--- config.mk ---
export PLATFORM = sky130hd
export DESIGN_NAME = pcie_ss_ctrl_arb
export DESIGN_NICKNAME = d
export VERILOG_FILES = /design/src/rtl/pcie_ss_ctrl_arb.sv
export SDC_FILE = /design/constraint.sdc
export NUM_CORES = 1
export LEC_CHECK = 0
export BUFFER_PORTS_ARGS = -buffer_cell sky130_fd_sc_hd__buf_4
export CORE_MARGIN = 10
export CORE_UTILIZATION = 25
export CTS_CLUSTER_DIAMETER = 60
export CTS_CLUSTER_SIZE = 20
export DETAILED_ROUTE_END_ITERATION = 7
export MAX_ROUTING_LAYER = met4
export PLACE_DENSITY = 0.52
export SYNTH_ARGS = -nofsm -noshare
export SYNTH_HDL_FRONTEND = slang
export SYNTH_SLANG_ARGS = --single-unit
--- constraint.sdc ---
create_clock -name clk -period 3.02 [get_ports clk]
set_clock_uncertainty 0.15 [all_clocks]
set_input_delay 0.302 -clock clk [delete_from_list [all_inputs] [get_ports clk]]
set_output_delay 0.302 -clock clk [all_outputs]
set_load 0.1 [all_outputs]
--- src/rtl/pcie_ss_ctrl_arb.sv ---
`default_nettype none
// ============================================================================
// Module   : pcie_ss_ctrl_arb
// Brief    : Round-robin arbiter and sequencer sharing the PCIe subsystem
//            sideband control port between NUM_REQ requesters. Holds each
//            command until the subsystem acks, then returns the result to
//            the owner. Optional watchdog enabled by PCIE_SS_CTRL_TIMEOUT_EN.
// Revision : 1.0 - initial release
// ============================================================================
module pcie_ss_ctrl_arb #(
  parameter int NUM_REQ        = 2,
  parameter int ADDR_WIDTH     = 18,
  parameter int TIMEOUT_CYCLES = 1024
) (
  input  logic                          clk,
  input  logic                          rst,
  input  logic [NUM_REQ-1:0]            req_valid,
  input  logic [2*NUM_REQ-1:0]          req_cmd,
  input  logic [ADDR_WIDTH*NUM_REQ-1:0] req_addr,
  input  logic [32*NUM_REQ-1:0]         req_wdata,
  output logic [NUM_REQ-1:0]            req_ready,
  output logic [NUM_REQ-1:0]            rsp_valid,
  output logic [31:0]                   rsp_rdata,
  output logic                          rsp_error,
  output logic                          rsp_timeout,
  output logic [1:0]                    o_ss_ctrl_cmd,
  output logic [ADDR_WIDTH-1:0]         o_ss_ctrl_addr,
  output logic [31:0]                   o_ss_ctrl_writedata,
  input  logic [31:0]                   i_ss_readdata,
  input  logic                          i_ss_ack,
  input  logic                          i_ss_error,
  output logic [15:0]                   o_timeout_cnt
);

  localparam int         IDX_W  = (NUM_REQ > 1) ? $clog2(NUM_REQ) : 1;
  localparam int         CW     = IDX_W + 1;
  localparam logic [1:0] CMD_RD = 2'b01;
  localparam logic [1:0] CMD_WR = 2'b10;

  typedef enum logic [1:0] {
    ST_IDLE = 2'd0,
    ST_BUSY = 2'd1,
    ST_DONE = 2'd2
  } state_t;

  state_t                  state_q, state_d;
  logic [IDX_W-1:0]        owner_q, owner_d;
  logic [IDX_W-1:0]        last_grant_q, last_grant_d;
  logic [1:0]              cmd_q, cmd_d;
  logic [ADDR_WIDTH-1:0]   addr_q, addr_d;
  logic [31:0]             wdata_q, wdata_d;
  logic [31:0]             rdata_q, rdata_d;
  logic                    error_q, error_d;
  logic                    timeout_q, timeout_d;

  logic                    grant_found;
  logic [IDX_W-1:0]        grant_idx;
  logic [CW-1:0]           cand;
  logic [1:0]              sel_cmd;
  logic [ADDR_WIDTH-1:0]   sel_addr;
  logic [31:0]             sel_wdata;
  logic                    wd_expired;

  // Round-robin search starting one past the last owner, then mux that requester's fields
  always_comb begin
    grant_found = 1'b0;
    grant_idx   = '0;
    cand        = '0;
    sel_cmd     = '0;
    sel_addr    = '0;
    sel_wdata   = '0;
    req_ready   = '0;
    for (int i = 0; i < NUM_REQ; i++) begin
      cand = {1'b0, last_grant_q} + CW'(i + 1);
      if (cand >= CW'(NUM_REQ)) cand = cand - CW'(NUM_REQ);
      if (!grant_found && req_valid[cand[IDX_W-1:0]]) begin
        grant_found = 1'b1;
        grant_idx   = cand[IDX_W-1:0];
      end
    end
    for (int i = 0; i < NUM_REQ; i++) begin
      if (grant_idx == IDX_W'(i)) begin
        sel_cmd   = req_cmd[2*i +: 2];
        sel_addr  = req_addr[ADDR_WIDTH*i +: ADDR_WIDTH];
        sel_wdata = req_wdata[32*i +: 32];
      end
      req_ready[i] = (state_q == ST_IDLE) && grant_found && (grant_idx == IDX_W'(i));
    end
  end

  // Next-state and response capture; response fields are non-zero only while in DONE
  always_comb begin
    state_d      = state_q;
    owner_d      = owner_q;
    last_grant_d = last_grant_q;
    cmd_d        = cmd_q;
    addr_d       = addr_q;
    wdata_d      = wdata_q;
    rdata_d      = '0;
    error_d      = 1'b0;
    timeout_d    = 1'b0;
    case (state_q)
      ST_IDLE: begin
        if (grant_found) begin
          owner_d = grant_idx;
          cmd_d   = sel_cmd;
          addr_d  = sel_addr;
          wdata_d = sel_wdata;
          if (sel_cmd == CMD_RD || sel_cmd == CMD_WR) begin
            state_d = ST_BUSY;
          end else begin
            // Illegal command never reaches the subsystem
            state_d = ST_DONE;
            error_d = 1'b1;
          end
        end
      end
      ST_BUSY: begin
        // An ack in the expiry cycle takes precedence over the watchdog
        if (i_ss_ack) begin
          state_d = ST_DONE;
          rdata_d = (cmd_q == CMD_RD) ? i_ss_readdata : 32'h0;
          error_d = i_ss_error;
        end else if (wd_expired) begin
          state_d   = ST_DONE;
          rdata_d   = 32'hFFFF_FFFF;
          error_d   = 1'b1;
          timeout_d = 1'b1;
        end
      end
      ST_DONE: begin
        state_d      = ST_IDLE;
        last_grant_d = owner_q;
      end
      default: state_d = ST_IDLE;
    endcase
  end

  // Arbiter/sequencer state registers
  always_ff @(posedge clk or posedge rst) begin
    if (rst) begin
      state_q      <= ST_IDLE;
      owner_q      <= '0;
      last_grant_q <= IDX_W'(NUM_REQ - 1);
      cmd_q        <= '0;
      addr_q       <= '0;
      wdata_q      <= '0;
      rdata_q      <= '0;
      error_q      <= 1'b0;
      timeout_q    <= 1'b0;
    end else begin
      state_q      <= state_d;
      owner_q      <= owner_d;
      last_grant_q <= last_grant_d;
      cmd_q        <= cmd_d;
      addr_q       <= addr_d;
      wdata_q      <= wdata_d;
      rdata_q      <= rdata_d;
      error_q      <= error_d;
      timeout_q    <= timeout_d;
    end
  end

  // Sideband port is driven only in BUSY, so reset or turnaround forces it idle
  always_comb begin
    o_ss_ctrl_cmd       = (state_q == ST_BUSY) ? cmd_q   : 2'b00;
    o_ss_ctrl_addr      = (state_q == ST_BUSY) ? addr_q  : '0;
    o_ss_ctrl_writedata = (state_q == ST_BUSY) ? wdata_q : 32'h0;
    rsp_rdata           = rdata_q;
    rsp_error           = error_q;
    rsp_timeout         = timeout_q;
    rsp_valid           = '0;
    for (int i = 0; i < NUM_REQ; i++) begin
      rsp_valid[i] = (state_q == ST_DONE) && (owner_q == IDX_W'(i));
    end
  end

`ifdef PCIE_SS_CTRL_TIMEOUT_EN
  localparam int WD_W = $clog2(TIMEOUT_CYCLES);

  logic [WD_W-1:0] wd_cnt_q, wd_cnt_d;
  logic [15:0]     timeout_cnt_q, timeout_cnt_d;

  assign wd_expired    = (state_q == ST_BUSY) && (wd_cnt_q == WD_W'(TIMEOUT_CYCLES - 1));
  assign o_timeout_cnt = timeout_cnt_q;

  // Watchdog counts BUSY cycles from zero; expiry count saturates
  always_comb begin
    wd_cnt_d      = '0;
    timeout_cnt_d = timeout_cnt_q;
    if (state_q == ST_BUSY) wd_cnt_d = wd_cnt_q + 1'b1;
    if (wd_expired && !i_ss_ack && (timeout_cnt_q != 16'hFFFF)) begin
      timeout_cnt_d = timeout_cnt_q + 16'd1;
    end
  end

  // Watchdog registers
  always_ff @(posedge clk or posedge rst) begin
    if (rst) begin
      wd_cnt_q      <= '0;
      timeout_cnt_q <= '0;
    end else begin
      wd_cnt_q      <= wd_cnt_d;
      timeout_cnt_q <= timeout_cnt_d;
    end
  end
`else
  assign wd_expired    = 1'b0;
  assign o_timeout_cnt = 16'h0;

  // Watchdog compiled out; TIMEOUT_CYCLES kept only for interface compatibility
  if (TIMEOUT_CYCLES < 4) begin : g_timeout_param_unused
  end
`endif

endmodule
`default_nettype wire

* Word level (Yosys, flattened, before mapping)
Index checks and enable logic that the tools add are counted.
** Storage, ports and cells
- Register bits :: 89
- Bits of input ports :: 142
- Output and inout port bits :: 106
- Word-level logic and storage cells :: 63
** Operators by class
- Add/sub/neg operators :: 4
- Order comparisons :: 4
- Eq/ne operators :: 7
- Mux-type cells :: 27
- Bitwise gates (word level) :: 2
- Reduce and logical (&&, ||, !) cells :: 11
** Operators by type and width (count)
- 32-bit 2-to-1 mux :: 5
- 18-bit 2-to-1 mux :: 2
- 1-bit 2-to-1 mux :: 13
- 2-bit 2-to-1 mux :: 5
- 2-bit by 1-bit == test with 1-bit output (second input constant) :: 3
- 1-bit logical AND :: 6
- 2-bit == test (second input constant) :: 2
- 2-bit >= comparator (second input constant) :: 2
- 1-bit by 2-bit less-than comparator with 1-bit output (second input constant) :: 2
- 2-bit != test (second input constant) :: 2
- 2-bit case mux with 2 select lines :: 1
- 2-bit AND reduction :: 2
- 1-bit by 1-bit adder with 2-bit output (second input constant) :: 1
- 1-bit by 2-bit adder with 2-bit output (second input constant) :: 1
- 2-bit logical NOT :: 1
- 1-bit NOT :: 2
- 1-bit case mux with 2 select lines :: 1
- 1-bit subtractor (second input constant) :: 2
- 1-bit logical NOT :: 1
- 1-bit logical OR :: 1

* Depth between registers and ports, before layout
- Depth after elaboration :: 15
- Mapped depth :: 5
- Depth with buffers taken out :: 3

* Worst setup path after synthesis
OpenSTA, ideal clock, no wires.
- Path type :: flip-flop to output port
- Start point :: register state_q[0]
- End point :: output port rsp_valid[1]
- Data arrival time :: 1824 ps
- Data required time :: 2568 ps
- Path slack :: 744 ps
- Cell stages (with the launch flop) :: 3
- Path buffers :: 0
- Path through :: dfrtp_1 > nand2b_1 > nor2_1
** Between the ends
- Word-level cells in the longest chain between the ends :: 2
** Ends and longest elaborated chain
- start: declaration :: RTL line 46 : state_t state_q, state_d;
- start signal: assignment :: RTL line 152 : state_q <= state_d;
- 2-bit == test :: RTL line 174 : rsp_valid[i] = (state_q == ST_DONE) && (owner_q == IDX_W'(i));
- 1-bit logical AND :: RTL line 174
- end: declaration :: RTL line 22 : output logic [NUM_REQ-1:0] rsp_valid,
Every way passes these cells.

* Worst setup path after layout
- Start point :: register state_q[1]
- End point :: output port o_ss_ctrl_addr[7]
** Between the ends
- Word-level cells in the longest chain between the ends :: 2
** Ends and longest elaborated chain
- 2-bit by 1-bit == test with 1-bit output :: RTL line 167 : o_ss_ctrl_addr = (state_q == ST_BUSY) ? addr_q : '0;
- 18-bit 2-to-1 mux :: RTL line 167
- end: declaration :: RTL line 27 : output logic [ADDR_WIDTH-1:0] o_ss_ctrl_addr,
Every way passes these cells.

==> impl_metrics.toml <==
[placement]
dp.cells = 777
pre_cts_slack_ns = 0.991
dp_hpwl_mm = 11.1
place.gp.congestion = 0.734
portBuffers = 230

[worst_setup_path]
crit_arrival_ns = 1.92
crit_family = "buffers and inverters"
crit_buf_inv = 2
slowest_stage = "dfrtp_1"
critPathMaxFanout = 43
crit_type = "reg -> out"
crit_path_end_kind = "output pin"
start_kind = "register"
cpPeakStageDelay_ns = 0.42
crit_required_ns = 2.57
cpMostUsedCell = "buf_4"
crit_chain = "nor2b_4 -> buf_4 -> and2_1 -> buf_4"

[drt]
drc_errors = 0
drtAntennaViolNets = 0
num_vias = 3553
wl_per_cell_um = 18.4
drt-initial-drc-count = 138
dr.pass1.iters = 4
postRouteWirelength_mm = 14.7
avgViaCountPerCell = 4.45

[pwr]
p_clk_share_pct = 17.6
intPower_uw = 3340
swShare_pct = 49.1
pwr-share-comb_pct = 55.2
pwr_density_cell_mw_per_mm2 = 1040
total_power_uw = 6560
p_sw_uw = 3220
p_leak_uw = 0.00319
ir_drop_uv = 407
p_seq_share_pct = 27.2

[finish]
mostFrequentLayoutCell = "buf_4"
final_cell_mix = "buf_4, dfrtp_1, and2_1"
final_nets = 715
area_delta_synth_final_pct = 52.0
drive_gt1_share_pct = 44.8
final_cells = 798
n_antenna_cell = 0

[timing]
hold_viol_final = 0
tightest_slew_ns = 1.13
worst_slack_ns = 0.652
timing.hold.ws_ns = 0.0184
relSlewSlack_pct = 24.6
timing.final.crit_share_pct = 78.4
fmax_ghz = 0.422
slew_violations = 0
fin_tns_setup_ns = 0
min_period_ns = 2.37
rsz0062_at_grt = "no"
setup_viol_count_final = 0

[floorplanning]
io_pins = 248
fp-row-count = 47
die-area_sq_mm = 0.0222
core_sq_mm = 0.0165
die_w_um = 149
die_y_um = 149
initial_core_util_pct = 25.3

[global_routing]
overflow = 0
antenna_found_initial = 0
grt_max_degree = 90
grt_pass1_wl_mm = 22.8
first_global_vias = 4066
gr-usage-all-layers_pct = 13.4

[logic_synthesis]
synthDistinctLibCells = 29
synthTopCellsByArea = "dfrtp_1, and2_1, a221o_1, o21a_1, buf_4"
synth_top_area_cell = "dfrtp_1"
synthesis.area_sq_mm = 0.00416
ys_ff_latch = 89
synth_top_area_share_pct = 52.9
syn_avg_cell_area_sq_um = 11.7
yosysWarnings = 0
ys_seq_area_share_pct = 53.6
synth_cells = 355

[status]
status = "finished, final reports clean"

[cts]
cts.path.max_buffers = 2
htree_levels = 3
cts_tree = "built"
clkLatencyLatePin_ns = 0.34
clk_pin_slew_ns = 0.06
cts_buffers = 9
numClockSinks = 89
cts_root_buf = "clkbuf_16"

[job]
drv_cap = 0

[hold_path]
hold_class = "in -> reg"
-- cell families after synthesis --
family          Yosys count  synth area share, %
compound gates          109                 22.4
xor+xnor                  2                0.421
buf+inv                  52                 7.82
flops                    89                 53.6
mux                       4                 1.11
other cells               1               0.0901
simple gates             98                 14.6
-- flip-flops by register name, summed over array words and instances (netlist names) --
name,flops
cmd_q,2
owner_q,1
rsp_error,1
wdata_q,32
rsp_rdata,32
state_q,2
last_grant_q,1
addr_q,18
-- cells in the mapped netlist --
master and count:
a21bo_1 1, nand3_1 1, xnor2_1 2, o21a_1 50, mux2i_1 2, nand2b_1 2, nor2b_1 1, nand2_1 1
mux2_4 1, nor2_1 5, a221o_1 50, a22o_1 1, buf_2 11, dfstp_2 1, or2_1 1, inv_1 3
dfrtp_1 88, conb_1 1, o21ai_0 5, o22ai_1 1, and3_1 1, buf_4 17, nor2_4 1, mux2_2 1
clkbuf_1 14, and4b_1 1, a21o_1 1, and2_1 84, buf_6 7
-- per-layer routing --
| layer | part of all wire (%) | routed length [um] | vias to the layer above | global-route usage, % |
|---|---|---|---|---|
| met1 | 42 | 6190 | 1719 | 15.3 |
| met4 | 1.2 | 174 | 0 | 4.12 |
| li1 | - | - | 1670 | - |
| met2 | 46 | 6810 | 154 | 20.8 |
| met5 | 0 | 0 | - | - |
| met3 | 10 | 1530 | 10 | 5.83 |
-- path summary, 6_finish.rpt --
kind                                    from                 to  slack (ns)  cells after the start
setup / recovery                  state_q[1]  o_ss_ctrl_addr[7]        0.65                      4
hold / removal             i_ss_readdata[20]      rsp_rdata[20]        0.02                      2
setup reg to reg                last_grant_q         addr_q[10]        1.02                      4
hold reg to reg                 last_grant_q       last_grant_q        0.37                      1
max in group asynchronous                rst          addr_q[6]        1.88                      2
min in group asynchronous                rst      rsp_rdata[10]        0.10                      2
-- power by group through the flow --
stage	sequential [uW]	combinational (uW)	clock (uW)
after floorplan	1920	2780	0
after global placement	1800	3620	0
after detailed placement	1800	3650	0
final	1780	3620	1160
after global routing	1830	3830	1260
after CTS	1780	3670	1210
-- metrics by stage --
step	cell area (sq um)	utilization, %
2_1_floorplan	4220	-
3_3_place_gp	5960	36.2
3_5_place_dp	5960	36.2
4_1_cts	6320	38.4
5_1_grt	6320	38.4
6_report	6320	38.4
-- cell type report --
cell class / instances / area, sq um
timing repair buffer: 240 / 1810
multi-input combinational: 230 / 1680
clock inverter: 4 / 51.3
clock buffer: 12 / 256
inverter: 3 / 13.8
tap: 220 / 275
sequential: 89 / 2230
fill: 1690 / 10100
-- repair_timing --
action,in CTS,in global routing
hold endpoints to repair,5,0
buffers inserted,0,0
hold buffers,5,0
resized for setup,0,0
Power figures use the tool's default switching activity.
